--- config.mk ---
export PLATFORM = sky130hd
export DESIGN_NAME = ifetch_queue
export DESIGN_NICKNAME = d
export VERILOG_FILES = /design/src/rtl/ifetch_queue_pkg.sv /design/src/rtl/ifetch_queue_predecode.sv /design/src/rtl/ifetch_queue.sv
export SDC_FILE = /design/constraint.sdc
export NUM_CORES = 1
export LEC_CHECK = 0
export BUFFER_PORTS_ARGS = -buffer_cell sky130_fd_sc_hd__buf_2
export CAP_MARGIN = 25
export CORE_MARGIN = 3
export CORE_UTILIZATION = 40
export DETAILED_ROUTE_END_ITERATION = 7
export GPL_TIMING_DRIVEN = 0
export HOLD_SLACK_MARGIN = 0.06
export PLACE_DENSITY_LB_ADDON = 0.08
export SLEW_MARGIN = 25
export SYNTH_ARGS = -nofsm -noshare
export SYNTH_HDL_FRONTEND = slang
export SYNTH_SLANG_ARGS = --single-unit
--- constraint.sdc ---
create_clock -name clk -period 2.89 [get_ports clk]
set_input_delay 0.867 -clock clk [delete_from_list [all_inputs] [get_ports clk]]
set_output_delay 0.867 -clock clk [all_outputs]
set_load 0.03 [all_outputs]
--- src/rtl/ifetch_queue_pkg.sv ---
// Shared declarations for the instruction-fetch queue: opcodes, field ranges,
// default reset PC and the queue entry layout.
package ifetch_queue_pkg;

  localparam logic [31:0] IFQ_RESET_PC = 32'h0000_3000;

  localparam logic [5:0] OP_J   = 6'b000010;
  localparam logic [5:0] OP_JAL = 6'b000011;
  localparam logic [5:0] OP_BEQ = 6'b000100;
  localparam logic [5:0] OP_BNE = 6'b000101;

  localparam int IOP_HI   = 31;
  localparam int IOP_LO   = 26;
  localparam int IADDR_HI = 25;
  localparam int IADDR_LO = 0;
  localparam int IIMM_HI  = 15;
  localparam int IIMM_LO  = 0;

  typedef struct packed {
    logic [31:0] inst;
    logic [31:0] pc4;
    logic        pred;
  } ifq_entry_t;

endpackage

--- src/rtl/ifetch_queue_predecode.sv ---
// Combinational pre-decode of the fetched word: J/JAL detection and, when
// IFQ_BTFN_EN is defined, backward-branch prediction with its target.
module ifq_predecode
  import ifetch_queue_pkg::*;
(
  input  logic [31:0] inst,
  input  logic [31:0] fetch_pc,
  output logic        is_jump,
  output logic        is_pred_br,
  output logic [31:0] target
);

  logic [5:0]  op;
  logic [31:0] pc4;
  logic [31:0] jmp_tgt;
  logic [31:0] br_tgt;

  assign op      = inst[IOP_HI:IOP_LO];
  assign pc4     = fetch_pc + 32'd4;
  assign is_jump = (op == OP_J) || (op == OP_JAL);
  assign jmp_tgt = {pc4[31:28], inst[IADDR_HI:IADDR_LO], 2'b00};

`ifdef IFQ_BTFN_EN
  // Negative displacement means a backward branch, assumed to be a loop.
  assign is_pred_br = ((op == OP_BEQ) || (op == OP_BNE)) && inst[IIMM_HI];
  assign br_tgt     = pc4 + {{14{inst[IIMM_HI]}}, inst[IIMM_HI:IIMM_LO], 2'b00};
`else
  assign is_pred_br = 1'b0;
  assign br_tgt     = pc4;
`endif

  assign target = is_jump ? jmp_tgt : br_tgt;

endmodule

--- src/rtl/ifetch_queue.sv ---
// DEPTH-entry prefetch queue between instruction memory and decode, with
// fetch-stage J/JAL redirection and optional BTFN prediction (IFQ_BTFN_EN).
module ifetch_queue
  import ifetch_queue_pkg::*;
#(
  parameter int          DEPTH    = 4,
  parameter logic [31:0] RESET_PC = IFQ_RESET_PC,
  parameter int          IM_AW    = 10
) (
  input  logic                   clk,
  input  logic                   rst,
  output logic [IM_AW-1:0]       im_addr,
  input  logic [31:0]            im_dout,
  input  logic                   redirect_valid,
  input  logic [31:0]            redirect_pc,
  output logic                   out_valid,
  input  logic                   out_ready,
  output logic [31:0]            out_inst,
  output logic [31:0]            out_pc4,
  output logic                   out_pred_taken,
  output logic [$clog2(DEPTH):0] count
);

  localparam int            PW       = $clog2(DEPTH);
  localparam logic [PW:0]   FULL_CNT = (PW+1)'(DEPTH);

  logic [31:0]   fetch_pc_q, fetch_pc_d;
  logic [PW-1:0] rd_ptr_q, rd_ptr_d;
  logic [PW-1:0] wr_ptr_q, wr_ptr_d;
  logic [PW:0]   count_q, count_d;
  ifq_entry_t    mem_q [DEPTH];
  ifq_entry_t    head;

  logic        is_jump, is_pred_br;
  logic [31:0] target, seq_pc, next_pc;
  logic        pop, fetch_en, push;

  ifq_predecode u_predecode (
    .inst       (im_dout),
    .fetch_pc   (fetch_pc_q),
    .is_jump    (is_jump),
    .is_pred_br (is_pred_br),
    .target     (target)
  );

  assign seq_pc   = fetch_pc_q + 32'd4;
  assign next_pc  = (is_jump || is_pred_br) ? target : seq_pc;

  // A full queue may still fetch when its head leaves in the same cycle.
  assign pop      = (count_q != '0) & out_ready;
  assign fetch_en = (count_q != FULL_CNT) | pop;
  assign push     = fetch_en & ~redirect_valid;

  always_comb begin
    fetch_pc_d = fetch_pc_q;
    rd_ptr_d   = rd_ptr_q;
    wr_ptr_d   = wr_ptr_q;
    count_d    = count_q;
    if (redirect_valid) begin
      fetch_pc_d = {redirect_pc[31:2], 2'b00};
      rd_ptr_d   = '0;
      wr_ptr_d   = '0;
      count_d    = '0;
    end else begin
      if (pop) rd_ptr_d = rd_ptr_q + PW'(1);
      if (push) begin
        wr_ptr_d   = wr_ptr_q + PW'(1);
        fetch_pc_d = next_pc;
      end
      case ({push, pop})
        2'b10:   count_d = count_q + (PW+1)'(1);
        2'b01:   count_d = count_q - (PW+1)'(1);
        default: count_d = count_q;
      endcase
    end
  end

  always_ff @(posedge clk or posedge rst) begin
    if (rst) begin
      fetch_pc_q <= RESET_PC;
      rd_ptr_q   <= '0;
      wr_ptr_q   <= '0;
      count_q    <= '0;
    end else begin
      fetch_pc_q <= fetch_pc_d;
      rd_ptr_q   <= rd_ptr_d;
      wr_ptr_q   <= wr_ptr_d;
      count_q    <= count_d;
    end
  end

  // Storage is not reset; outputs are gated by out_valid instead.
  always_ff @(posedge clk) begin
    if (push) mem_q[wr_ptr_q] <= '{inst: im_dout, pc4: seq_pc, pred: is_pred_br};
  end

  assign head      = mem_q[rd_ptr_q];
  assign out_valid = (count_q != '0);
  assign out_inst  = out_valid ? head.inst : '0;
  assign out_pc4   = out_valid ? head.pc4  : '0;
  assign count     = count_q;
  assign im_addr   = fetch_pc_q[IM_AW+1:2];

`ifdef IFQ_BTFN_EN
  assign out_pred_taken = out_valid & head.pred;
  logic unused_ok;
  assign unused_ok = ^redirect_pc[1:0];
`else
  assign out_pred_taken = 1'b0;
  logic unused_ok;
  assign unused_ok = ^{redirect_pc[1:0], head.pred};
`endif

endmodule

# Yosys cells after proc, flatten, opt, wreduce, memory -nomap -nowiden

Memories as Yosys holds them, arrays and structs flattened.
Index checks and enable logic that the tools add are counted.

Register bits after elaboration: 39
Bits in writable memories: 256
Output and inout port bits: 79
Logic and storage cells: 37
Memories kept: 1

Memory list:

| name  | depth | width | rd ports | clocked after Yosys merged registers in | wr ports | RTL line           | RTL |
|---|---|---|---|---|---|---|---|
| mem_q | 4     | 64    | 1        | 0                                       | 1        | ifetch_queue.sv:31 | `ifq_entry_t mem_q [DEPTH];` |

Add/subtract/negate cells: 5
Equality and inequality tests: 5
Muxes and demuxes: 13
Bitwise gates (word level): 4
Reductions and logical operators: 5

Operators by type and width:

| kind                                                 | number |
|---|---|
| two-way mux 32 bit                                   | 4 |
| adder 32 x 3 -> 32 bit (second input constant)       | 1 |
| two-way mux 28 bit                                   | 1 |
| equality test 6 x 2 -> 1 bit (second input constant) | 2 |
| two-way mux 2 bit                                    | 4 |
| one-hot mux 3 bit (2 select lines)                   | 1 |
| nonzero test 3 bit                                   | 2 |
| adder 2 x 1 -> 2 bit (second input constant)         | 2 |
| nonzero test 2 bit                                   | 2 |
| adder 3 x 1 -> 3 bit (second input constant)         | 1 |
| two-way mux 3 bit                                    | 1 |
| != test 3 bit (second input constant)                | 1 |
| subtractor 3 x 1 -> 3 bit (second input constant)    | 1 |
| bitwise AND 1 bit                                    | 2 |
| equality test 2 x 1 -> 1 bit (second input constant) | 1 |
| equality test 2 bit (second input constant)          | 1 |
| two-way mux 1 bit                                    | 2 |
| logical OR 1 bit                                     | 1 |
| NOT 1 bit                                            | 1 |
| OR 1 bit                                             | 1 |

# Logic depth before layout (Yosys ltp)

Gate-level depths: netlist of run 1.

Depth in word-level cells: 7
Mapped depth: 9
Gate-level depth less buffers: 7

# Hierarchy

Synthesis of run 1 repeated with hierarchy kept, for this count alone.

Cell total of the unflattened synthesis: 945
Area, all modules: 13513.0 µm²

By module, submodules not included:

| module        | times used | cells an instance | area an instance (µm²) |
|---|---|---|---|
| ifetch_queue  | 1          | 781               | 12574.6 |
| ifq_predecode | 1          | 164               | 938.4 |

# Least setup slack after synthesis of run 1

No wires, ideal clock.

Kind: input port to flip-flop
From: in out_ready
To: mem mem_q[0][10] in the netlist's numbering (enable)
Arrival: 3281 ps
Data required time: 2464 ps
Setup slack: -817 ps
Stages on the path: 5
Buffers on the path: 2
Cell sequence: clkbuf_1 nor4b_2 nor2_1 clkbuf_1 and2_1

Longest elaborated chain between the ends: 5

Ends and longest elaborated chain:

| item                                    | RTL line           | RTL |
|---|---|---|
| start: declaration                      | ifetch_queue.sv:17 | `input logic out_ready,` |
| bitwise AND 1 bit                       | ifetch_queue.sv:50 | `assign pop = (count_q != '0) & out_ready;` |
| OR 1 bit                                | ifetch_queue.sv:51 | `assign fetch_en = (count_q != FULL_CNT) \| pop;` |
| bitwise AND 1 bit                       | ifetch_queue.sv:52 | `assign push = fetch_en & ~redirect_valid;` |
| two-way mux 1 bit                       | ifetch_queue.sv:94 | `if (push) mem_q[wr_ptr_q] <= '{inst: im_dout, pc4: seq_pc, pred: is_pred_br};` |
| two-way mux 1 bit (implied by the code) | ifetch_queue.sv:94 |  |
| end: declaration                        | ifetch_queue.sv:31 |  |

No other way between the ends.

# Worst setup path in the final report of run 1

From: reg rd_ptr_q[0]
To: out out_inst[11]

Longest elaborated chain between the ends: 2

Ends and longest elaborated chain:

| item                     | RTL line           | RTL |
|---|---|---|
| start: declaration       | ifetch_queue.sv:28 | `logic [PW-1:0] rd_ptr_q, rd_ptr_d;` |
| start signal: assignment | ifetch_queue.sv:86 | `rd_ptr_q <= rd_ptr_d;` |
| memory read (4 x 64 bit) | n/a                |  |
| two-way mux 32 bit       | ifetch_queue.sv:99 | `assign out_inst = out_valid ? head.inst : '0;` |
| end: declaration         | ifetch_queue.sv:18 | `output logic [31:0] out_inst,` |

No other way between the ends.

==> results of run 1 <==
-- final cells by class --
class	count	share of cell area (%)
clock buffer	44	5.495
timing repair buffer	170	9.163
multi-input combinational	428	24.67
sequential	285	53.91
inverter	11	0.2655
buffer	53	2.639
clock inverter	8	0.7160
tap	390	3.138
-- Yosys cell counts (10+ instances only) --
cell / instances / area share, %
edfxtp_1: 248 / 60
and2_1: 67 / 3.4
dfrtp_1: 35 / 7.1
buf_2: 10 / 0.41
o21ai_0: 27 / 1.1
xnor2_1: 13 / 0.92
nand3_1: 20 / 0.81
clkbuf_1: 31 / 0.94
mux4_2: 62 / 11
nand2_1: 50 / 1.5
xor2_1: 17 / 1.2
a21oi_1: 21 / 0.85
inv_1: 11 / 0.33
nor2_1: 31 / 0.94
buf_4: 13 / 0.79
-- flip-flops by register name, indices dropped and copies added, names as in the netlist --
name / flops
mem_q: 248
fetch_pc_q: 30
rd_ptr_q: 2
count: 3
wr_ptr_q: 2
-- cells in the final DEF, fill, tap and decap left out, types with 4 or more instances in the layout --
cell / instances
a21o_1: 5
a21oi_1: 21
a221o_1: 5
and2_1: 20
and2_2: 4
and2_4: 47
and3_1: 4
buf_12: 12
buf_2: 82
buf_4: 52
buf_6: 41
clkbuf_1: 26
clkbuf_16: 34
clkbuf_2: 6
clkbuf_8: 4
dfrtp_1: 30
dfrtp_2: 4
edfxtp_1: 248
ha_1: 5
inv_1: 10
mux4_2: 62
nand2_1: 50
nand2b_1: 5
nand3_1: 20
nand4_1: 9
nor2_1: 30
nor2b_1: 5
nor3_1: 9
nor4_1: 5
o21a_1: 4
o21ai_0: 27
o21ai_1: 4
or3_1: 5
xnor2_1: 13
xor2_1: 16
-- power by group --
part,switching (mW),internal (mW),leakage [nW]
Combinational,2.64,2.41,2.41
Sequential,0.189,4.94,2.72
Clock,1.52,2.29,0.470
Total,4.35,9.65,5.59
-- worst min path at each step --
stage / startpoint / end / slack [ns] / cells after the start
after floorplan: fetch_pc_q[21] / fetch_pc_q[21] / 0.51 / 1
after global placement: wr_ptr_q[1] / wr_ptr_q[1] / 0.56 / 2
after detailed placement: fetch_pc_q[21] / fetch_pc_q[21] / 0.57 / 1
after CTS: rst / fetch_pc_q[8] / 0.25 / 2
after global routing: rst / fetch_pc_q[9] / 0.27 / 2
final: rst / fetch_pc_q[10] / 0.26 / 2
-- timing repair --
| item | 4_1_cts | 5_1_grt |
|---|---|---|
| endpoints found under the hold margin | 0 | 0 |
| pin swaps | 10 | 6 |
| hold buffers | 0 | 0 |
| gates cloned | 5 | 4 |
| resized for setup | 198 | 18 |
| setup endpoints to repair | 195 | 140 |
| setup buffers | 13 | 8 |
-- stage by stage --
step	setup WS, ns	TNS (ns)	area, µm²
global placement	-1.401	-367.73	13540
floorplan	-0.1463	-36.29	12350
global route	-0.2334	-12.04	15550
detailed placement	-0.6602	-162.09	13660
finish	-0.1768	-8.081	15550
CTS	-0.1949	-9.371	15370
-- logic make-up after synthesis --
| kind of cell | count (synthesis) | share of synthesized area, % |
|---|---|---|
| AO/OA/AOI/OAI | 89 | 4.575 |
| XOR/XNOR | 30 | 2.130 |
| adder cells (fa/ha/maj) | 6 | 0.6695 |
| buffers and inverters | 66 | 2.506 |
| flip-flops | 285 | 67.90 |
| multiplexers | 66 | 11.68 |
| other | 1 | 0.03040 |
| AND/OR/NAND/NOR | 230 | 10.51 |
-- worst max-delay path: stages (launching register included) --
cell     delay, ns
dfrtp_4       0.48
buf_12        0.19
buf_12        0.15
mux4_2        0.52
and2_4        0.18
buf_6         0.13
-- layer usage --
metal | track usage (%) | up-vias | part of all wire [%]
li1 | - | 3387 | -
met1 | 28.58 | 3875 | 44
met2 | 31.18 | 254 | 47
met3 | 3.025 | 45 | 5.9
met4 | 3.961 | 0 | 2.2
met5 | 0 | - | 0
==> flow_metrics.tcl, run 1 <==
set metrics [dict create \
    synth_cell_types 59 \
    slew_violations 0 \
    cts_sinks 285 \
    violations "negative setup slack" \
    fin_crit_ns 3.067 \
    drive_gt1_share_pct 38.44 \
    synth_warnings 0 \
    arrival_ns 2.20 \
    hold_violations 0 \
    worstSkewPairLatency_ns 0.55 \
    coreArea_um2 30030 \
    ys_ff_latch 285 \
    die-area_um2 32980 \
    drt-initial-drc-count 489 \
    wl_per_cell_um 23.66 \
    netlist_area_um2 12330 \
    gp_congestion 0.8448 \
    p_leak_nw 5.595 \
    ant_nets 0 \
    grt_usage_pct 19.47 \
    cp.required_ns 2.02 \
    layout_setup_ws_ns -0.1768 \
    dp_cells 1310 \
    fin_crit_sh_pct 106.1 \
    diodes 0 \
    start_util_pct 41.07 \
    reg2reg_setup_slack_ns 0.23 \
    power.density_nw_per_um2 899.6 \
    grt_start_max_net_pins 35 \
    ir_worst_vdd_uv 595.4 \
    rsz0062_at_grt "yes" \
    grt_pass1_wl_mm 48.76 \
    antenna_found_initial 0 \
    max_slew_margin_pct 56.97 \
    cts_tree "built" \
    reg2reg_from "fetch_pc_q[10]" \
    seq_area_um2 8384 \
    syn_avg_cell_area_um2 15.96 \
    routed_wl_mm 32.87 \
    status "finished with violations" \
    finalSetupViolCount 62 \
    r2r_end "mem_q[3][25]" \
    cp_max_fo 7 \
    synth_edf_count 248 \
    reg2reg_depth 5 \
    core.rowCount 63 \
    die_h_um 181.6 \
    multi_input_area_um2 3837 \
    fillers 2576 \
    numCtsBuffers 30 \
    synth_flop_cell "edfxtp_1" \
    crit_path_end_kind "primary output" \
    maxCapViolations 0 \
    clk_path_buf_depth 3 \
    drc_errors 0 \
    place_hpwl_mm 21.35 \
    clk_pin_slew_ns 0.06 \
    syn_to_final_growth_pct 26.09 \
    io_buffers 140 \
    skew_ns 0.01619 \
    nets 1053 \
    root_buffer "clkbuf_16" \
    max_slew.worst_pin.slew_ns 0.6427 \
    htreeDepth 1 \
    endpoint "out_inst[11]" \
    grt_pass1_vias 7689 \
    fin_total_pwr_mw 13.99 \
    synthArstFlopShare_pct 12.98 \
    fin_hold_ws_ns 0.2641 \
    critPathLaunch "rd_ptr_q[0]" \
    pin_count 147 \
    syn_inst 773 \
    worstSetupPathType "flip-flop to primary output" \
    cp-start-kind "flip-flop" \
    min_path_type "input pin to async pin" \
    utilization_pct 51.79 \
    die_width_um 181.6 \
    vias_per_cell 5.443 \
    vias 7561 \
    ys_seq_area_share_pct 67.90 \
    first_pass_iters 5 \
    stdcell_count 1389 \
    grt_remaining_overflow 0 \
    fmax_mhz 326.1 \
]
Note: power is estimated with default switching activity, not from simulation.
==> run 2: changes to the inputs <==
--- a/config.mk
+++ b/config.mk
@@ -6,9 +6,9 @@
 export NUM_CORES = 1
 export LEC_CHECK = 0
 export BUFFER_PORTS_ARGS = -buffer_cell sky130_fd_sc_hd__buf_2
-export CAP_MARGIN = 25
 export CORE_MARGIN = 3
 export CORE_UTILIZATION = 40
+export CTS_BUF_LIST = sky130_fd_sc_hd__clkbuf_16
 export DETAILED_ROUTE_END_ITERATION = 7
 export GPL_TIMING_DRIVEN = 0
 export HOLD_SLACK_MARGIN = 0.06
==> flow_metrics.tcl, run 2 (synthesis results as in run 1) <==
set metrics [dict create \
    status "finished with violations" \
    violations "negative setup slack" \
    slowest_delay_ns 0.52 \
    cp-start-kind "flip-flop" \
    largest_reg_flops 248 \
    fin_total_pwr_mw 13.85 \
    drive_gt1_share_pct 38.04 \
    diodes 0 \
    antenna_found_initial 0 \
    setup-tns-final_ns -8.257 \
    crit_top_cell "buf_12" \
    layout_setup_ws_ns -0.1741 \
    drc_errors 0 \
    grt_start_max_net_pins 35 \
    slew_violations 0 \
    wl_per_cell_um 23.64 \
    drt-initial-drc-count 517 \
    design_area_um2 15500 \
    htreeDepth 1 \
    clk_path_buf_depth 3 \
    cp.required_ns 2.02 \
    cts_sinks 285 \
    die_h_um 181.6 \
    core.rowCount 63 \
    largest-register "mem_q" \
    finalSetupViolCount 62 \
    die_width_um 181.6 \
    min_path_type "input pin to async pin" \
    first_pass_iters 5 \
    grt_pass1_wl_mm 48.74 \
    cts_tree "built" \
    grt_pass1_vias 7674 \
    place_area_um2 13660 \
    r2r_end "mem_q[3][25]" \
    worstPathCellList "buf_12 -> buf_12 -> mux4_2 -> and2_4 -> buf_6" \
    place_hpwl_mm 21.35 \
    rsz0062_at_grt "yes" \
    worstSkewPairLatency_ns 0.55 \
    maxCapViolations 0 \
    p_leak_nw 5.615 \
    fmax_mhz 326.4 \
    hold_violations 0 \
    worstSetupPathType "flip-flop to primary output" \
    syn_to_final_growth_pct 25.69 \
    max_slew.worst_pin.slew_ns 0.6423 \
    crit_path_end_kind "primary output" \
    reg2reg_depth 5 \
    vias 7497 \
    gp_congestion 0.8448 \
    coreArea_um2 30030 \
    stdcell_count 1389 \
    numCtsBuffers 30 \
    fin_crit_sh_pct 106.0 \
    start_util_pct 41.07 \
    fin_crit_ns 3.064 \
    clk_pin_slew_ns 0.06 \
    routed_wl_mm 32.83 \
    final_common_cell "edfxtp_1" \
    cp_max_fo 7 \
    pin_count 147 \
    reg2reg_setup_slack_ns 0.25 \
    skew_ns 0.01514 \
    utilization_pct 51.62 \
    ir_worst_vdd_uv 537.1 \
    dp_cells 1310 \
    dp_slack_ns -0.6602 \
    max_slew_margin_pct 57.00 \
    hold_buffers 0 \
    reg2reg_from "fetch_pc_q[10]" \
    layout_common_cells "248 x edfxtp_1, 82 x buf_2, 62 x mux4_2" \
    arrival_ns 2.20 \
    grt_usage_pct 19.45 \
    crit_slowest_cell "mux4_2" \
    power.density_nw_per_um2 893.0 \
    io_buffers 140 \
    root_buffer "clkbuf_16" \
    grt_remaining_overflow 0 \
    vias_per_cell 5.397 \
    die-area_um2 32980 \
    nets 1053 \
    ant_nets 0 \
    fin_hold_ws_ns 0.2688 \
]
[run 2: worst max-delay path by stage]
stage,startpoint,end
6_report,rd_ptr_q[0],out_inst[11]
5_1_grt,rd_ptr_q[0],out_inst[0]
3_5_place_dp,out_ready,mem_q[0][60]
2_1_floorplan,out_ready,mem_q[0][10]
4_1_cts,rd_ptr_q[0],out_inst[24]
3_3_place_gp,out_ready,mem_q[1][21]
[run 2: power by group]
part	internal (mW)	switching, mW
registers	4.94	0.189
clock network	2.17	1.52
logic	2.39	2.63
[run 2: per-layer routing]
| layer | part of all wire [%] | GRT usage [%] | up-vias |
|---|---|---|---|
| li1 | - | - | 3388 |
| met1 | 45 | 28.31 | 3832 |
| met2 | 47 | 31.38 | 243 |
| met3 | 5.9 | 3.425 | 34 |
| met4 | 2.0 | 3.443 | 0 |
| met5 | 0 | 0 | - |
[run 2: final cells by class]
cell class | count | area [µm²]
Clock inverter | 21 | 160.2
Timing Repair Buffer | 170 | 1410
Tap cell | 390 | 488.0
Clock buffer | 31 | 775.7
Sequential cell | 285 | 8384
Multi-Input combinational cell | 428 | 3832
Inverter | 11 | 41.29
Buffer | 53 | 411.6
Fill cell | 2584 | 14530
[run 2: timing repair]
| item | CTS | global route |
|---|---|---|
| pin swaps | 10 | 3 |
| resized for setup | 198 | 14 |
| cloned | 5 | 4 |
| endpoints found under the setup margin | 195 | 161 |
| buffers inserted | 13 | 8 |
[run 2: critical path: cells and delay by family, from the launching register on]
kind                   cells  cell delay (ns)
flip-flops                 1             0.48
buffers and inverters      3             0.47
multiplexers               1             0.52
AND/OR/NAND/NOR            1             0.18
